===== src/rtl/audio_tone_sequencer_if.sv =====
// audio_tone_sequencer_if: control, tone table and sample bus of the tone sequencer
interface audio_tone_sequencer_if #(
  parameter int DAC_WIDTH   = 8,
  parameter int PHASE_WIDTH = 24,
  parameter int NUM_TONES   = 3,
  parameter int IDX_WIDTH   = 2
);
  logic                             start;
  logic                             abort;
  logic [1:0]                       mode;
  logic [2:0]                       volume;
  logic [NUM_TONES*PHASE_WIDTH-1:0] tone_inc;
  logic [DAC_WIDTH-1:0]             audio_out;
  logic                             busy;
  logic                             done;
  logic [IDX_WIDTH-1:0]             tone_idx;
  modport master (output start, abort, mode, volume, tone_inc, input audio_out, busy, done, tone_idx);
  modport slave  (input start, abort, mode, volume, tone_inc, output audio_out, busy, done, tone_idx);
endinterface


===== src/rtl/audio_tone_sequencer.sv =====
// audio_tone_sequencer: DDS tone generator playing a latched sequence of tones separated by silent gaps
module audio_tone_sequencer #(
  parameter int DAC_WIDTH   = 8,
  parameter int PHASE_WIDTH = 24,
  parameter int NUM_TONES   = 3,
  parameter int IDX_WIDTH   = 2,
  parameter int TONE_CYCLES = 25000000,
  parameter int GAP_CYCLES  = 2500000,
  parameter int CNT_WIDTH   = 26
) (
  input logic CLOCK_50,
  input logic reset,
  audio_tone_sequencer_if.slave bus
);
  typedef enum logic [1:0] {IDLE, TONE, GAP, FIN} state_t;
  state_t state;
  logic [PHASE_WIDTH-1:0] inc_sh [NUM_TONES];
  logic [PHASE_WIDTH-1:0] phase, inc;
  logic [1:0] mode_sh;
  logic [2:0] vol_sh;
  logic [CNT_WIDTH-1:0] cnt;
  logic [IDX_WIDTH-1:0] idx;
  logic [DAC_WIDTH-1:0] p, p2, wave, audio;
  logic busy, done, tone_end, gap_end, last;
  assign inc      = inc_sh[idx];
  assign p        = phase[PHASE_WIDTH-1 -: DAC_WIDTH];
  assign p2       = {p[DAC_WIDTH-2:0], 1'b0};
  assign tone_end = cnt == CNT_WIDTH'(TONE_CYCLES - 1);
  assign gap_end  = cnt == CNT_WIDTH'(GAP_CYCLES - 1);
  assign last     = idx == IDX_WIDTH'(NUM_TONES - 1);
  always_comb
    wave = mode_sh == 2'd0 ? (p[DAC_WIDTH-1] ? '0 : '1) :
           mode_sh == 2'd1 ? p :
           mode_sh == 2'd2 ? (p[DAC_WIDTH-1] ? ~p2 : p2) :
                             (p[DAC_WIDTH-1 -: 2] == 2'b00 ? '1 : '0);
  always_ff @(posedge CLOCK_50) begin
    if (reset) begin
      state   <= IDLE;
      phase   <= '0;
      cnt     <= '0;
      idx     <= '0;
      audio   <= '0;
      busy    <= 1'b0;
      done    <= 1'b0;
      mode_sh <= '0;
      vol_sh  <= '0;
      for (int i = 0; i < NUM_TONES; i++) inc_sh[i] <= '0;
    end else if (bus.abort) begin
      state <= IDLE;
      audio <= '0;
      busy  <= 1'b0;
      done  <= 1'b0;
    end else begin
      done  <= 1'b0;
      audio <= (state == TONE && inc != '0) ? wave >> vol_sh : '0;
      case (state)
        IDLE: if (bus.start) begin
          state   <= TONE;
          busy    <= 1'b1;
          phase   <= '0;
          cnt     <= '0;
          idx     <= '0;
          mode_sh <= bus.mode;
          vol_sh  <= bus.volume;
          for (int i = 0; i < NUM_TONES; i++) inc_sh[i] <= bus.tone_inc[i*PHASE_WIDTH +: PHASE_WIDTH];
        end
        TONE: if (tone_end) begin
          cnt   <= '0;
          phase <= '0;
          if (last) begin
            state <= FIN;
            busy  <= 1'b0;
            done  <= 1'b1;
          end else if (GAP_CYCLES == 0) idx <= idx + 1'b1;
          else state <= GAP;
        end else begin
          cnt   <= cnt + 1'b1;
          phase <= phase + inc;
        end
        GAP: if (gap_end) begin
          cnt   <= '0;
          idx   <= idx + 1'b1;
          state <= TONE;
        end else cnt <= cnt + 1'b1;
        default: state <= IDLE;
      endcase
    end
  end
  assign bus.audio_out = audio;
  assign bus.busy      = busy;
  assign bus.done      = done;
  assign bus.tone_idx  = idx;
endmodule


===== src/flat_wrapper.sv =====
// flat-port wrapper written by rule: the top's interface ports become plain ports
module audio_tone_sequencer_flat 
#(
  parameter int DAC_WIDTH   = 8,
  parameter int PHASE_WIDTH = 24,
  parameter int NUM_TONES   = 3,
  parameter int IDX_WIDTH   = 2,
  parameter int TONE_CYCLES = 25000000,
  parameter int GAP_CYCLES  = 2500000,
  parameter int CNT_WIDTH   = 26
)
  (CLOCK_50, reset, bus_start, bus_abort, bus_mode, bus_volume, bus_tone_inc, bus_audio_out, bus_busy, bus_done, bus_tone_idx);
  audio_tone_sequencer_if #(.DAC_WIDTH(DAC_WIDTH), .PHASE_WIDTH(PHASE_WIDTH), .NUM_TONES(NUM_TONES), .IDX_WIDTH(IDX_WIDTH)) bus_i ();
  input logic CLOCK_50;
  input logic reset;
  input wire logic [$bits(bus_i.start)-1:0] bus_start;
  input wire logic [$bits(bus_i.abort)-1:0] bus_abort;
  input wire logic [$bits(bus_i.mode)-1:0] bus_mode;
  input wire logic [$bits(bus_i.volume)-1:0] bus_volume;
  input wire logic [$bits(bus_i.tone_inc)-1:0] bus_tone_inc;
  output wire logic [$bits(bus_i.audio_out)-1:0] bus_audio_out;
  output wire logic [$bits(bus_i.busy)-1:0] bus_busy;
  output wire logic [$bits(bus_i.done)-1:0] bus_done;
  output wire logic [$bits(bus_i.tone_idx)-1:0] bus_tone_idx;
  assign bus_i.start = bus_start;
  assign bus_i.abort = bus_abort;
  assign bus_i.mode = bus_mode;
  assign bus_i.volume = bus_volume;
  assign bus_i.tone_inc = bus_tone_inc;
  assign bus_audio_out = bus_i.audio_out;
  assign bus_busy = bus_i.busy;
  assign bus_done = bus_i.done;
  assign bus_tone_idx = bus_i.tone_idx;
  audio_tone_sequencer #(.DAC_WIDTH(DAC_WIDTH), .PHASE_WIDTH(PHASE_WIDTH), .NUM_TONES(NUM_TONES), .IDX_WIDTH(IDX_WIDTH), .TONE_CYCLES(TONE_CYCLES), .GAP_CYCLES(GAP_CYCLES), .CNT_WIDTH(CNT_WIDTH)) u_core (.CLOCK_50(CLOCK_50), .reset(reset), .bus(bus_i));
endmodule

===== config.mk =====
export PLATFORM = sky130hd
export DESIGN_NAME = audio_tone_sequencer_flat
export DESIGN_NICKNAME = d
export VERILOG_FILES = /design/src/rtl/audio_tone_sequencer_if.sv /design/src/rtl/audio_tone_sequencer.sv /design/src/flat_wrapper.sv
export SDC_FILE = /design/constraint.sdc
export NUM_CORES = 1
export LEC_CHECK = 0
export BUFFER_PORTS_ARGS = -buffer_cell sky130_fd_sc_hd__buf_2
export CAP_MARGIN = 20
export CORE_MARGIN = 4
export CORE_UTILIZATION = 55
export DETAILED_ROUTE_END_ITERATION = 10
export PLACE_DENSITY = 0.76
export SLEW_MARGIN = 20
export SYNTH_ARGS = -nofsm -noshare
export SYNTH_HDL_FRONTEND = slang
export SYNTH_SLANG_ARGS = --single-unit

===== constraint.sdc =====
create_clock -name CLOCK_50 -period 6.2 [get_ports CLOCK_50]
set_input_delay 1.24 -clock CLOCK_50 [delete_from_list [all_inputs] [get_ports CLOCK_50]]
set_output_delay 1.24 -clock CLOCK_50 [all_outputs]
set_load 0.005 [all_outputs]

==> run_results.csv <==
group,metric,value,unit
floorplan,io_pins,93,
sta,tightest_slew,0.823,ns
detailed_routing,avgViaCountPerCell,5.64,
cts,clock_path_buffers,2,
grt,grt_start_max_net_pins,78,
detailed_routing,drt_iter0_markers,391,
floorplan,coreArea,13900,sq um
pwr,power.density,263,nW/um^2
logic_synthesis,synth_nets,932,
sta,fin_ws,2.67,ns
finish,final_cell_mix,"buf_2 (92), nand2_1 (84), and2_1 (79)",
critical_path,crit_type,"flip-flop to flip-flop",
detailed_routing,vias,6118,
finish,antenna_cells,0,
sta,min_period,3.53,ns
placement,routabilityCongestion,0.876,
placement,pre_cts_ws,2.65,ns
critical_path,cp-start-kind,"flip-flop",
logic_synthesis,yosys_warnings,0,
detailed_routing,drc,0,
detailed_routing,wirelength,17.0,mm
floorplan,die_area,16300,sq um
cts,postCtsResizedCells,0,
critical_path,endpoint_kind,"flip-flop",
logic_synthesis,synth_edf_count,72,
critical_path,arrival,3.82,ns
cts,clk_pin_slew_worst_paths,0.06,ns
finish,fin_util,64.4,%
sta,period_share,56.9,%
min_path,hp-class,"flip-flop to flip-flop",
sta,drv_slew,0,
logic_synthesis,ys.flop_type,"edfxtp_1",
detailed_routing,wl_per_cell,15.6,microns
sta,setup_tns,0,ns
floorplan,dieWidth,128,microns
pwr,power.leakage,3.46,nW
cts,clkLatencyLatePin,0.43,ns
sta,clock_skew,0.0111,ns
logic_synthesis,ys_async_sr_fraction,0,%
grt,grt_pass1_wl,28.4,mm
finish,final_common_cell,"buf_2",
logic_synthesis,syn_inst,820,
sta,hold_viol,0,
placement,io_buffer_count,92,
finish,final_layout_size_suffix_gt1_share,16.5,%
cts,cts_sinks,143,
floorplan,fp.dieH,128,microns
finish,finalNetCount,1003,
cts,htreeDepth,4,
cts,cts_setup_buffers,0,
sta,clock.fmax,0.284,GHz
logic_synthesis,synth_cell_types,67,
sta,setup_viol,0,
finish,fin_cells,1084,
pwr,irDropWorstVdd,191,uV
critical_path,cp.required,6.49,ns
status,status,"finished, final reports clean",
logic_synthesis,synth-seq-cells,143,
min_path,whs_path_depth,2,
finish,syn_to_final_growth,14.1,%
cts,cts_tree,"done",
grt,grt_pass1_vias,5980,
detailed_routing,firstDrtPassIters,5,
detailed_routing,ant_nets,0,
placement,dpl_cell_area,8390,sq um
floorplan,start_util,56.5,%
placement,placed_cells,1052,
finish,fin_area,8980,sq um
grt,track_usage,21.5,%
grt,antenna_found_initial,0,
logic_synthesis,ys_seq_area_share,45.5,%
critical_path,reg2reg_depth,11,
logic_synthesis,syn_avg_cell_area,9.60,sq um
critical_path,path_max_fanout,24,
cts,cts_root_buf,"clkbuf_16",
cts,numCtsBuffers,17,
finish,nFillCells,1159,
floorplan,rows,43,
placement,dp_hpwl,12.1,mm
logic_synthesis,synth_area,7870,sq um
run,drv_cap,0,
grt,gr-total-overflow,0,
cts,postCtsHoldBufs,0,
sta,grt_setup_unrepaired,"no",
sta,relSlewSlack,45.1,%
critical path, stage by stage (launching register included):
cell	delay (ns)
dfxtp_1	0.31
buf_4	0.37
mux2i_1	0.13
o21ai_0	0.37
ha_1	0.33
a211oi_1	0.33
o21ai_0	0.19
a21boi_1	0.39
o31ai_1	0.19
a211oi_1	0.53
xor2_1	0.18
o21ai_0	0.08
cells in the mapped netlist, types with 5 or more instances:
master     n  area (sq um)
edfxtp_1  72          2160
a21oi_1   41           205
clkbuf_1  33           124
a21boi_0   5          37.5
and2_1    79           494
a22oi_1    8          60.1
o21a_1     5          37.5
xnor2_1   28           245
nand3_1   13          65.1
nand2_1   84           315
dfxtp_1   71          1420
buf_2      5          25.0
a211oi_1   9          67.6
nor2_1    65           244
nand4_1   13          81.3
and3_1     8          50.1
inv_1     12          45.0
o21ai_0   57           285
nor4b_1    5          43.8
a31oi_1    5          31.3
nor2b_1   11          68.8
ha_1      30           375
nor3_1    15          75.1
a21o_1     9          67.6
nor4_1     9          56.3
xor2_1    11          96.3
mux2i_1   34           340
mux2_2     5          56.3
through the flow:
step / power, mW / hold slack (ns)
after floorplan: 1.28 / 0.432
after global routing: 2.45 / 0.504
after global placement: 1.35 / 0.445
after CTS: 2.38 / 0.471
final: 2.36 / 0.469
after detailed placement: 1.36 / 0.457
state kept, by name, summed over array words and instances, names as in the netlist, named ones only:
| name | flops |
|---|---|
| u_core.bus.tone_idx | 2 |
| u_core.inc_sh | 72 |
| u_core.bus.done | 1 |
| u_core.state | 2 |
| u_core.vol_sh | 3 |
| u_core.phase | 24 |
| u_core.bus.busy | 1 |
| u_core.bus.audio_out | 8 |
| u_core.mode_sh | 2 |
| u_core.cnt | 26 |
layer usage:
layer | part of all wire (%) | global-route usage, % | wire (microns)
met1 | 46 | 28.8 | 7870
met2 | 46 | 34.7 | 7840
met3 | 5.7 | 5.06 | 968
met4 | 1.6 | 7.24 | 275
met5 | 0 | 0 | 0
final timing paths:
path	slack (ns)	endpoint	start
max reg2reg	2.67	u_core.phase[19]$_SDFFE_PP0P_	flip-flop
max	2.67	u_core.phase[19]$_SDFFE_PP0P_	flip-flop
min reg2reg	0.47	u_core.phase[13]$_SDFFE_PP0P_	u_core.phase[13]$_SDFFE_PP0P_
min	0.47	u_core.phase[13]$_SDFFE_PP0P_	u_core.phase[13]$_SDFFE_PP0P_
kinds of logic after synthesis:
kind of cell / Yosys count / synth area share [%]
XOR/XNOR: 39 / 4.34
multiplexers: 39 / 5.04
AND/OR/NAND/NOR: 330 / 22.3
AO/OA/AOI/OAI: 180 / 14.5
buffers and inverters: 58 / 3.27
adder cells (fa/ha/maj): 31 / 5.02
flip-flops: 143 / 45.5
cell type report:
cell class | count | area, sq um | area share (%)
Sequential cell | 143 | 3580 | 39.9
Clock buffer | 17 | 425 | 4.74
Tap cell | 180 | 225 | 2.51
Timing Repair Buffer | 96 | 490 | 5.46
Multi-Input combinational cell | 619 | 4040 | 44.9
Inverter | 14 | 52.6 | 0.585
Clock inverter | 15 | 165 | 1.84
report_power, final:
group          total [mW]  switching (mW)  internal (mW)  leakage, nW
sequential           1.06          0.0245           1.04         1.34
clock                1.02           0.447          0.572        0.285
combinational       0.277           0.158          0.119         1.84
Power figures use the tool's default switching activity.
